$ cat config.mk
export PLATFORM = sky130hd
export DESIGN_NAME = dram_uart_dump
export DESIGN_NICKNAME = d
export VERILOG_FILES = /design/src/rtl/dram_uart_dump.sv
export SDC_FILE = /design/constraint.sdc
export NUM_CORES = 1
export LEC_CHECK = 0
export CAP_MARGIN = 30
export CELL_PAD_IN_SITES_DETAIL_PLACEMENT = 1
export CELL_PAD_IN_SITES_GLOBAL_PLACEMENT = 2
export CORE_MARGIN = 10
export CORE_UTILIZATION = 35
export DETAILED_ROUTE_END_ITERATION = 10
export PLACE_DENSITY = 0.79
export SKIP_CTS_REPAIR_TIMING = 1
export SLEW_MARGIN = 10
export SYNTH_ARGS = -nofsm -noshare
export SYNTH_HDL_FRONTEND = slang
export SYNTH_SLANG_ARGS = --single-unit
$ cat constraint.sdc
create_clock -name clk -period 4.5 [get_ports clk]
set_clock_uncertainty 0.15 [all_clocks]
set_input_delay 0.9 -clock clk [delete_from_list [all_inputs] [get_ports clk]]
set_output_delay 0.9 -clock clk [all_outputs]
set_load 0.02 [all_outputs]
$ cat src/rtl/dram_uart_dump.sv
// dram_uart_dump: walks a 1-bit distributed RAM, packs bits LSB-first into bytes and streams them as 8N1 UART
module dram_uart_dump #(
  parameter int DEPTH        = 128,
  parameter int ADDR_W       = 7,
  parameter int CLKS_PER_BIT = 868
) (
  input  logic              clk,
  input  logic              rst_n,
  input  logic              start,
  output logic [ADDR_W-1:0] ram_addr,
  input  logic              ram_do,
  output logic              ram_lock,
  output logic              tx,
  output logic              busy,
  output logic              done
);
  localparam int BW = $clog2(CLKS_PER_BIT);
  localparam logic [BW-1:0] BAUD_MAX = BW'(CLKS_PER_BIT - 1);
  localparam logic [ADDR_W-1:0] ADDR_MAX = ADDR_W'(DEPTH - 1);
  localparam logic [2:0] IDLE  = 3'd0;
  localparam logic [2:0] FETCH = 3'd1;
  localparam logic [2:0] START = 3'd2;
  localparam logic [2:0] DATA  = 3'd3;
  localparam logic [2:0] STOP  = 3'd4;
  logic [2:0] state;
  logic [7:0] data;
  logic [2:0] bit_cnt;
  logic [BW-1:0] baud;
  logic baud_end;
  assign baud_end = baud == BAUD_MAX;
  assign busy = state != IDLE;
  assign ram_lock = busy;
  // FSM: fetch 8 RAM bits, then shift the byte out; tx is updated together with state so it stays registered
  always_ff @(posedge clk) begin
    if (!rst_n) begin
      state <= IDLE;
      ram_addr <= '0;
      data <= '0;
      bit_cnt <= '0;
      baud <= '0;
      tx <= 1'b1;
      done <= 1'b0;
    end else begin
      done <= 1'b0;
      case (state)
        IDLE: if (start) begin
          state <= FETCH;
          ram_addr <= '0;
        end
        FETCH: begin
          data[ram_addr[2:0]] <= ram_do;
          ram_addr <= ram_addr == ADDR_MAX ? '0 : ram_addr + ADDR_W'(1);
          if (&ram_addr[2:0]) begin
            state <= START;
            tx <= 1'b0;
            baud <= '0;
          end
        end
        START: if (baud_end) begin
          baud <= '0;
          state <= DATA;
          bit_cnt <= '0;
          tx <= data[0];
        end else baud <= baud + BW'(1);
        DATA: if (baud_end) begin
          baud <= '0;
          if (&bit_cnt) begin
            state <= STOP;
            tx <= 1'b1;
          end else begin
            bit_cnt <= bit_cnt + 3'd1;
            tx <= data[bit_cnt + 3'd1];
          end
        end else baud <= baud + BW'(1);
        STOP: if (baud_end) begin
          baud <= '0;
          state <= ram_addr == '0 ? IDLE : FETCH;
          done <= ram_addr == '0;
        end else baud <= baud + BW'(1);
        default: state <= IDLE;
      endcase
    end
  end
endmodule

==> flow_summary.html, run 1 <==
<table>
<tr><th>Metric</th><th>Value</th></tr>
<tr><th colspan="2">Synthesis</th></tr>
<tr><td>Number of synthesized register bits</td><td>33</td></tr>
<tr><td>Commonest cells post-synth</td><td>sky130_fd_sc_hd__dfxtp_1 (33), sky130_fd_sc_hd__nor2_1 (15), sky130_fd_sc_hd__o21ai_0 (15)</td></tr>
<tr><td>Number of enable-type register cells in the synthesized netlist</td><td>0</td></tr>
<tr><td>Cell type with the largest total area after synthesis</td><td>sky130_fd_sc_hd__dfxtp_1</td></tr>
<tr><td>Distinct cell type count after synthesis</td><td>47</td></tr>
<tr><td>Largest cells by area after synthesis</td><td>sky130_fd_sc_hd__dfxtp_1 (36%), sky130_fd_sc_hd__mux2i_1 (4.4%), sky130_fd_sc_hd__ha_1 (4.1%), sky130_fd_sc_hd__o21ai_0 (4.1%), sky130_fd_sc_hd__or3_1 (3.8%)</td></tr>
<tr><td>Commonest register cell after synthesis</td><td>sky130_fd_sc_hd__dfxtp_1</td></tr>
<tr><td>Gate Count Post-Synth</td><td>213</td></tr>
<tr><td>Yosys synthesis warning count</td><td>0</td></tr>
<tr><td>Share of async-settable or async-resettable flops after synthesis</td><td>0%</td></tr>
<tr><td>Avg Synthesized Cell Area</td><td>8.565 um2</td></tr>
<tr><td>Number of nets produced by synthesis</td><td>223</td></tr>
<tr><td>Dominant cell by count in the synthesized netlist</td><td>sky130_fd_sc_hd__dfxtp_1</td></tr>
<tr><td>Part of the Yosys area used for sequential elements</td><td>36.21%</td></tr>
<tr><td>Share of Yosys cell area claimed by the top area cell type</td><td>36.21%</td></tr>
<tr><td>Post-synthesis instance area</td><td>1824 um2</td></tr>
<tr><th colspan="2">Floorplanning</th></tr>
<tr><td>DIE AREA</td><td>8500 um2</td></tr>
<tr><td>Initial core utilization</td><td>35.95%</td></tr>
<tr><td>Total number of placement rows</td><td>26</td></tr>
<tr><td>Die width</td><td>92.20 um</td></tr>
<tr><td>Count of boundary I/O pins</td><td>15</td></tr>
<tr><td>Area of the placeable core</td><td>5075 um2</td></tr>
<tr><td>Die height</td><td>92.20 um</td></tr>
<tr><th colspan="2">Critical path</th></tr>
<tr><td>Buffers &amp; Inverters on Critical Path</td><td>1</td></tr>
<tr><td>Critical path fanouts, max</td><td>17</td></tr>
<tr><td>Worst Path Required</td><td>3.45 ns</td></tr>
<tr><td>Endpoint class of the critical path</td><td>output pin</td></tr>
<tr><td>Crit path launch type</td><td>flip-flop</td></tr>
<tr><td>Arrival time worst endpoint</td><td>1.77 ns</td></tr>
<tr><td>Class of the most critical setup path</td><td>flip-flop to output pin</td></tr>
<tr><td>Largest incremental delay on the critical path</td><td>0.55 ns</td></tr>
<tr><td>Series of cell instances along the critical path</td><td>or3_1, clkdlybuf4s50_1</td></tr>
<tr><td>Worst-path cell with the longest stage delay</td><td>sky130_fd_sc_hd__clkdlybuf4s50_1</td></tr>
<tr><td>Cell class contributing the biggest share of worst-path delay</td><td>buffers and inverters</td></tr>
<tr><th colspan="2">Run status</th></tr>
<tr><td>Run status</td><td>complete, no violations</td></tr>
<tr><th colspan="2">Timing</th></tr>
<tr><td>Count of pins over their slew limit</td><td>0</td></tr>
<tr><td>Achievable Freq</td><td>355.1 MHz</td></tr>
<tr><td>Fin. Hold Viols</td><td>0</td></tr>
<tr><td>Total Negative Setup Slacks</td><td>0 ns</td></tr>
<tr><td>Max-Slew Margin vs Limit</td><td>39.25%</td></tr>
<tr><td>Share of the clock period used by the worst path</td><td>62.58%</td></tr>
<tr><td>Final-layout worst hold slack</td><td>0.3278 ns</td></tr>
<tr><td>Worst-Margin Slew</td><td>0.8986 ns</td></tr>
<tr><td>Setup WS post-layout</td><td>1.684 ns</td></tr>
<tr><td>Post-route minimum period</td><td>2.816 ns</td></tr>
<tr><td>Unrepaired setup endpoints after global routing</td><td>false</td></tr>
<tr><td>Final setup vio count</td><td>0</td></tr>
<tr><th colspan="2">Drt</th></tr>
<tr><td>Avg Vias per Cell</td><td>5.672</td></tr>
<tr><td>Mean routed wirelength per cell</td><td>16.52 um</td></tr>
<tr><td>Number of design-rule violations left by the first detailed-router iteration</td><td>109</td></tr>
<tr><td>Number of remaining DRC errors</td><td>0</td></tr>
<tr><td>Number of iterations in the first detailed-routing pass</td><td>4</td></tr>
<tr><td>Via count of the routed design</td><td>1662</td></tr>
<tr><td>ANT nets after route</td><td>0</td></tr>
<tr><td>Total length of routed wires</td><td>4.839 mm</td></tr>
<tr><th colspan="2">Clocking</th></tr>
<tr><td>Clock sinks</td><td>33</td></tr>
<tr><td>Root buf cell</td><td>sky130_fd_sc_hd__clkbuf_8</td></tr>
<tr><td>Insertion delay of the later-clocked pin in the worst-skew pair</td><td>0.28 ns</td></tr>
<tr><td>CTS tree</td><td>yes</td></tr>
<tr><td>CTS max path bufs</td><td>2</td></tr>
<tr><td>CTS clock-pin slew for the worst setup and hold paths</td><td>0.06 ns</td></tr>
<tr><td>TritonCTS buffer count</td><td>5</td></tr>
<tr><td>H-tree Lvls</td><td>2</td></tr>
<tr><th colspan="2">Final layout</th></tr>
<tr><td>Net count of the finished layout</td><td>233</td></tr>
<tr><td>Layout cell share with drive strength beyond 1</td><td>7.623%</td></tr>
<tr><td>Antenna diode instance count</td><td>0</td></tr>
<tr><td>Area growth syn-to-layout</td><td>15.64%</td></tr>
<tr><td>Final-layout fill cell count</td><td>636</td></tr>
<tr><td>Final Instance Count excl. Fillers</td><td>293</td></tr>
<tr><th colspan="2">Global route</th></tr>
<tr><td>Final global-route overflow total</td><td>0</td></tr>
<tr><td>Vias in the first global route</td><td>1811</td></tr>
<tr><td>Pin count of the biggest net entering global routing</td><td>20</td></tr>
<tr><td>Total GRT Usage</td><td>12.33%</td></tr>
<tr><td>Number of antenna violations at the first check in global routing</td><td>0</td></tr>
<tr><td>Wire length of the first global-routing pass</td><td>8.763 mm</td></tr>
<tr><th colspan="2">Min path</th></tr>
<tr><td>Classification of the worst-slack hold path</td><td>flip-flop to flip-flop</td></tr>
<tr><th colspan="2">Placement</th></tr>
<tr><td>DP Wirelength</td><td>3.566 mm</td></tr>
<tr><td>GP Congestion</td><td>0.7936</td></tr>
<tr><td>DP Cell Count</td><td>286</td></tr>
<tr><td>Worst slack at placement</td><td>1.915 ns</td></tr>
<tr><td>IO Port Bufs</td><td>14</td></tr>
<tr><th colspan="2">Pwr</th></tr>
<tr><td>Pwr dens</td><td>281.1 nW/um2</td></tr>
<tr><td>Static leakage power</td><td>0.0007476 uW</td></tr>
<tr><td>Maximum vdd ir drop</td><td>0.1660 mV</td></tr>
<tr><th colspan="2">Run</th></tr>
<tr><td># Max-Cap Violations</td><td>0</td></tr>
</table>
-- cell type report --
| cell class | count | area [um2] | share of cell area (%) |
|---|---|---|---|
| multi-input combinational | 159 | 1074 | 50.89 |
| sequential | 33 | 660.6 | 31.32 |
| clock buffer | 7 | 86.33 | 4.093 |
| tap | 70 | 87.58 | 4.152 |
| inverter | 9 | 33.78 | 1.601 |
| timing repair buffer | 15 | 167.7 | 7.948 |
-- cells by family (layout without fill, tap and decap cells) --
group | count (synthesis) | after routing | synth area share, %
mux | 10 | 10 | 6.859
simple gates | 86 | 86 | 27.16
buf+inv | 21 | 31 | 4.938
compound gates | 55 | 55 | 19.75
xor+xnor | 2 | 2 | 0.9604
flops | 33 | 33 | 36.21
fa+ha+maj | 6 | 6 | 4.115
-- layer usage --
layer  part of all wire, %  wire length, um  vias up  GRT usage (%)
met5                     0                0        -              0
met4                   2.0               95        0          5.270
met3                   3.6              176        8          3.341
met2                    50             2433       16          20.76
met1                    44             2132      821          14.33
li1                      -                -      817              -
-- cell usage in the layout (no fill, tap or decap), types with 8 or more instances in the layout --
| cell type | n |
|---|---|
| sky130_fd_sc_hd__nor2_1 | 15 |
| sky130_fd_sc_hd__a21oi_1 | 12 |
| sky130_fd_sc_hd__or3_1 | 11 |
| sky130_fd_sc_hd__dfxtp_1 | 33 |
| sky130_fd_sc_hd__inv_1 | 9 |
| sky130_fd_sc_hd__nand3_1 | 12 |
| sky130_fd_sc_hd__mux2i_1 | 8 |
| sky130_fd_sc_hd__clkdlybuf4s50_1 | 14 |
| sky130_fd_sc_hd__o21ai_0 | 15 |
| sky130_fd_sc_hd__nand2_1 | 12 |
-- final timing paths --
check | start | endpoint | slack, ns | cells after the start
worst max-delay path | state[0] | busy | 1.68 | 2
worst min-delay path | data[1] | data[1] | 0.33 | 2
worst max register to register | ram_addr[1] | baud[7] | 2.11 | 6
worst min register to register | data[1] | data[1] | 0.33 | 2
-- registers in the layout, indices dropped and copies added (netlist names) --
register  cells
tx            1
state         3
done          1
data          8
bit_cnt       3
ram_addr      7
baud         10
-- metrics by stage --
stage	utilization (%)	total power, uW	cell area, um2
3_5_place_dp	39.87	372.6	2023
2_1_floorplan	-	350.0	1824
3_3_place_gp	39.32	367.2	1996
6_report	41.57	593.1	2110
5_1_grt	41.57	621.5	2110
4_1_cts	41.57	602.2	2110
-- power breakdown --
part | internal [uW] | switching (uW)
sequential | 296 | 9.88
clock | 121 | 106
combinational | 24.9 | 35.4
-- worst register-to-register path, cell delays in order, from the launching register on --
cell	delay (ns)
sky130_fd_sc_hd__dfxtp_1	0.53
sky130_fd_sc_hd__ha_1	0.29
sky130_fd_sc_hd__ha_1	0.25
sky130_fd_sc_hd__a21o_1	0.19
sky130_fd_sc_hd__a32oi_1	0.17
sky130_fd_sc_hd__or4_1	0.48
sky130_fd_sc_hd__a211oi_1	0.25
Power figures use the tool's default switching activity.
==> run 2: changes to the inputs <==
==> constraint.sdc (replaced) <==
create_clock -name clk -period 2.8 [get_ports clk]
set_clock_uncertainty 0.15 [all_clocks]
set_input_delay 0.56 -clock clk [delete_from_list [all_inputs] [get_ports clk]]
set_output_delay 0.56 -clock clk [all_outputs]
set_load 0.02 [all_outputs]
==> run 2 against run 1 <==
Effect of this change:
- combinational power up 60%
- via count decreased by 1.6%
- design area decreased by 0.24%
- clock-buffer cell count did not move
- sequential power increased by 60%
- die area stayed put
- sequential cell count unchanged
- setup slack worse by 1.4 ns
- largest cell class unchanged
- highest routed layer unchanged
==> flow_summary.html, run 2 (synthesis gave the netlist of run 1 again) <==
<table>
<tr><th>Metric</th><th>Value</th></tr>
<tr><th colspan="2">Clocking</th></tr>
<tr><td>CTS tree</td><td>yes</td></tr>
<tr><td>Root buf cell</td><td>sky130_fd_sc_hd__clkbuf_8</td></tr>
<tr><td>TritonCTS buffer count</td><td>5 (unchanged)</td></tr>
<tr><td>CTS clock-pin slew for the worst setup and hold paths</td><td>0.07 ns (about the same)</td></tr>
<tr><td>CTS max path bufs</td><td>2 (unchanged)</td></tr>
<tr><td>Insertion delay of the later-clocked pin in the worst-skew pair</td><td>0.28 ns (about the same)</td></tr>
<tr><td>H-tree Lvls</td><td>2 (unchanged)</td></tr>
<tr><td>Clock sinks</td><td>33 (unchanged)</td></tr>
<tr><th colspan="2">Pwr</th></tr>
<tr><td>Pwr dens</td><td>452.9 nW/um2 (+61%)</td></tr>
<tr><td>Static leakage power</td><td>0.0007498 uW (+0.29%)</td></tr>
<tr><td>Maximum vdd ir drop</td><td>0.2748 mV (+66%)</td></tr>
<tr><th colspan="2">Drt</th></tr>
<tr><td>Via count of the routed design</td><td>1635 (-1.6%)</td></tr>
<tr><td>ANT nets after route</td><td>0 (unchanged)</td></tr>
<tr><td>Number of remaining DRC errors</td><td>0 (unchanged)</td></tr>
<tr><td>Avg Vias per Cell</td><td>5.542 (-2.3%)</td></tr>
<tr><td>Number of iterations in the first detailed-routing pass</td><td>6 (+2)</td></tr>
<tr><td>Mean routed wirelength per cell</td><td>17.14 um (+3.8%)</td></tr>
<tr><td>Total length of routed wires</td><td>5.055 mm (+4.5%)</td></tr>
<tr><td>Number of design-rule violations left by the first detailed-router iteration</td><td>69 (-37%)</td></tr>
<tr><th colspan="2">Critical path</th></tr>
<tr><td>FF-to-FF setup slack</td><td>0.47 ns (-1.64 ns)</td></tr>
<tr><td>Endpoint class of the critical path</td><td>output pin</td></tr>
<tr><td>Series of cell instances along the critical path</td><td>or3_1, clkdlybuf4s50_1</td></tr>
<tr><td>R2R cell count</td><td>6 (unchanged)</td></tr>
<tr><td>Arrival time worst endpoint</td><td>1.77 ns (about the same)</td></tr>
<tr><td>Worst-path cell with the longest stage delay</td><td>sky130_fd_sc_hd__clkdlybuf4s50_1</td></tr>
<tr><td>R2r endpoint</td><td>baud[7]</td></tr>
<tr><td>Worst Path Required</td><td>2.09 ns (-1.36 ns)</td></tr>
<tr><td>Crit path launch type</td><td>flip-flop</td></tr>
<tr><td>Critical path fanouts, max</td><td>17 (unchanged)</td></tr>
<tr><td>Class of the most critical setup path</td><td>flip-flop to output pin</td></tr>
<tr><td>Largest incremental delay on the critical path</td><td>0.55 ns (about the same)</td></tr>
<tr><td>Critical register-to-register path startpoint</td><td>ram_addr[1]</td></tr>
<tr><th colspan="2">Global route</th></tr>
<tr><td>Pin count of the biggest net entering global routing</td><td>18 (-10%)</td></tr>
<tr><td>Vias in the first global route</td><td>1720 (-5.0%)</td></tr>
<tr><td>Total GRT Usage</td><td>12.40% (+0.069 points)</td></tr>
<tr><td>Number of antenna violations at the first check in global routing</td><td>0 (unchanged)</td></tr>
<tr><td>Wire length of the first global-routing pass</td><td>8.659 mm (-1.2%)</td></tr>
<tr><td>Final global-route overflow total</td><td>0 (unchanged)</td></tr>
<tr><th colspan="2">Final layout</th></tr>
<tr><td>Layout cell share with drive strength beyond 1</td><td>8.444% (+0.82 points)</td></tr>
<tr><td>Area growth syn-to-layout</td><td>15.36%</td></tr>
<tr><td>Commonest cells after routing, fill and taps aside</td><td>sky130_fd_sc_hd__dfxtp_1 (33), sky130_fd_sc_hd__o21ai_0 (15), sky130_fd_sc_hd__nor2_1 (15), sky130_fd_sc_hd__clkdlybuf4s50_1 (14)</td></tr>
<tr><td>Net count of the finished layout</td><td>235 (+0.86%)</td></tr>
<tr><td>Flip-flop count of the largest register, all copies and words added</td><td>10 (unchanged)</td></tr>
<tr><td>Regs by FF count</td><td>baud (10), data (8), ram_addr (7)</td></tr>
<tr><td>Register with the most flip-flops</td><td>baud</td></tr>
<tr><td>Final core utilization</td><td>41.47% (-0.099 points)</td></tr>
<tr><td>Antenna diode instance count</td><td>0 (unchanged)</td></tr>
<tr><td>Most common cell after layout, fill and taps aside</td><td>sky130_fd_sc_hd__dfxtp_1</td></tr>
<tr><th colspan="2">Timing</th></tr>
<tr><td>Count of pins over their slew limit</td><td>0 (unchanged)</td></tr>
<tr><td>Max-Slew Margin vs Limit</td><td>58.59% (+19 points)</td></tr>
<tr><td>Unrepaired setup endpoints after global routing</td><td>false</td></tr>
<tr><td>Final setup vio count</td><td>0 (unchanged)</td></tr>
<tr><td>Total Negative Setup Slacks</td><td>0 ns (unchanged)</td></tr>
<tr><td>Achievable Freq</td><td>403.2 MHz</td></tr>
<tr><td>Worst-Margin Slew</td><td>0.6198 ns (-0.2789 ns)</td></tr>
<tr><td>Share of the clock period used by the worst path</td><td>88.58%</td></tr>
<tr><td>Fin. Hold Viols</td><td>0 (unchanged)</td></tr>
<tr><td>Post-route minimum period</td><td>2.480 ns</td></tr>
<tr><th colspan="2">Min path</th></tr>
<tr><td>Startpoint of the tightest hold check path</td><td>data[1]</td></tr>
<tr><td>Classification of the worst-slack hold path</td><td>flip-flop to flip-flop</td></tr>
<tr><td>Endpoint with the worst hold slack</td><td>data[1]</td></tr>
<tr><td>Number of stages on the worst hold path</td><td>2 (unchanged)</td></tr>
<tr><th colspan="2">Placement</th></tr>
<tr><td>GP Congestion</td><td>0.7935 (about the same)</td></tr>
<tr><td>IO Port Bufs</td><td>14 (unchanged)</td></tr>
<tr><td>DP Wirelength</td><td>3.781 mm (+6.0%)</td></tr>
<tr><th colspan="2">Floorplanning</th></tr>
<tr><td>DIE AREA</td><td>8500 um2 (unchanged)</td></tr>
<tr><td>Area of the placeable core</td><td>5075 um2 (unchanged)</td></tr>
<tr><td>Initial core utilization</td><td>35.95% (unchanged)</td></tr>
<tr><td>Count of boundary I/O pins</td><td>15 (unchanged)</td></tr>
<tr><td>Die height</td><td>92.20 um (unchanged)</td></tr>
<tr><td>Die width</td><td>92.20 um (unchanged)</td></tr>
<tr><td>Total number of placement rows</td><td>26 (unchanged)</td></tr>
<tr><th colspan="2">Run</th></tr>
<tr><td># Max-Cap Violations</td><td>0 (unchanged)</td></tr>
<tr><th colspan="2">Run status</th></tr>
<tr><td>Run status</td><td>complete, no violations</td></tr>
</table>
## run 2: area by class of cell
class / instances / area, um2
fillers: 624 / 2970
multi-input cells: 159 / 1074
flip-flops and latches: 33 / 660.6
repair buffers: 17 / 162.7
well taps: 70 / 87.58
clock buffers: 7 / 86.33
inverters: 9 / 33.78
## run 2: how the worst max path moves through the flow
stage,startpoint,end,slack (ns),depth (start not counted)
global placement,rst_n,done,0.58,4
detailed placement,ram_addr[1],baud[7],0.48,6
floorplan,ram_addr[1],baud[9],0.82,6
CTS,state[0],busy,0.31,2
finish,state[0],busy,0.32,2
global route,state[0],busy,0.19,2
## run 2: metal layers
layer  up-vias  routed length (um)  global-route usage (%)
met5         -                   0                       0
met4         0                  34                   3.728
met3         4                 203                   3.993
met2        21                2650                   21.82
met1       796                2167                   13.87
li1        814                   -                       -
## run 2: per-stage QoR
step	total power, uW	hold slack, ns	instance area (um2)	setup slack, ns	cells
after global routing	1001	0.3611	2105	0.1909	295
after global placement	596.2	0.3165	2018	0.5818	288
after detailed placement	598.9	0.3344	2018	0.4824	288
after CTS	963.3	0.3448	2105	0.3130	295
final	953.2	0.3410	2105	0.3198	295
after floorplan	562.5	0.2896	1824	0.8208	213
## run 2: power by group
group          total [uW]  leakage (uW)  switching, uW  internal [uW]
registers             491      0.000266           15.7            475
clock network         365     0.0000443            170            195
logic                96.7      0.000439           56.4           40.3
## run 2: critical path: cells and delay by family (launching register included)
kind	cells	cell delay, ns
DFF	1	0.48
and+or+nand+nor	1	0.45
buffers and inverters	1	0.55
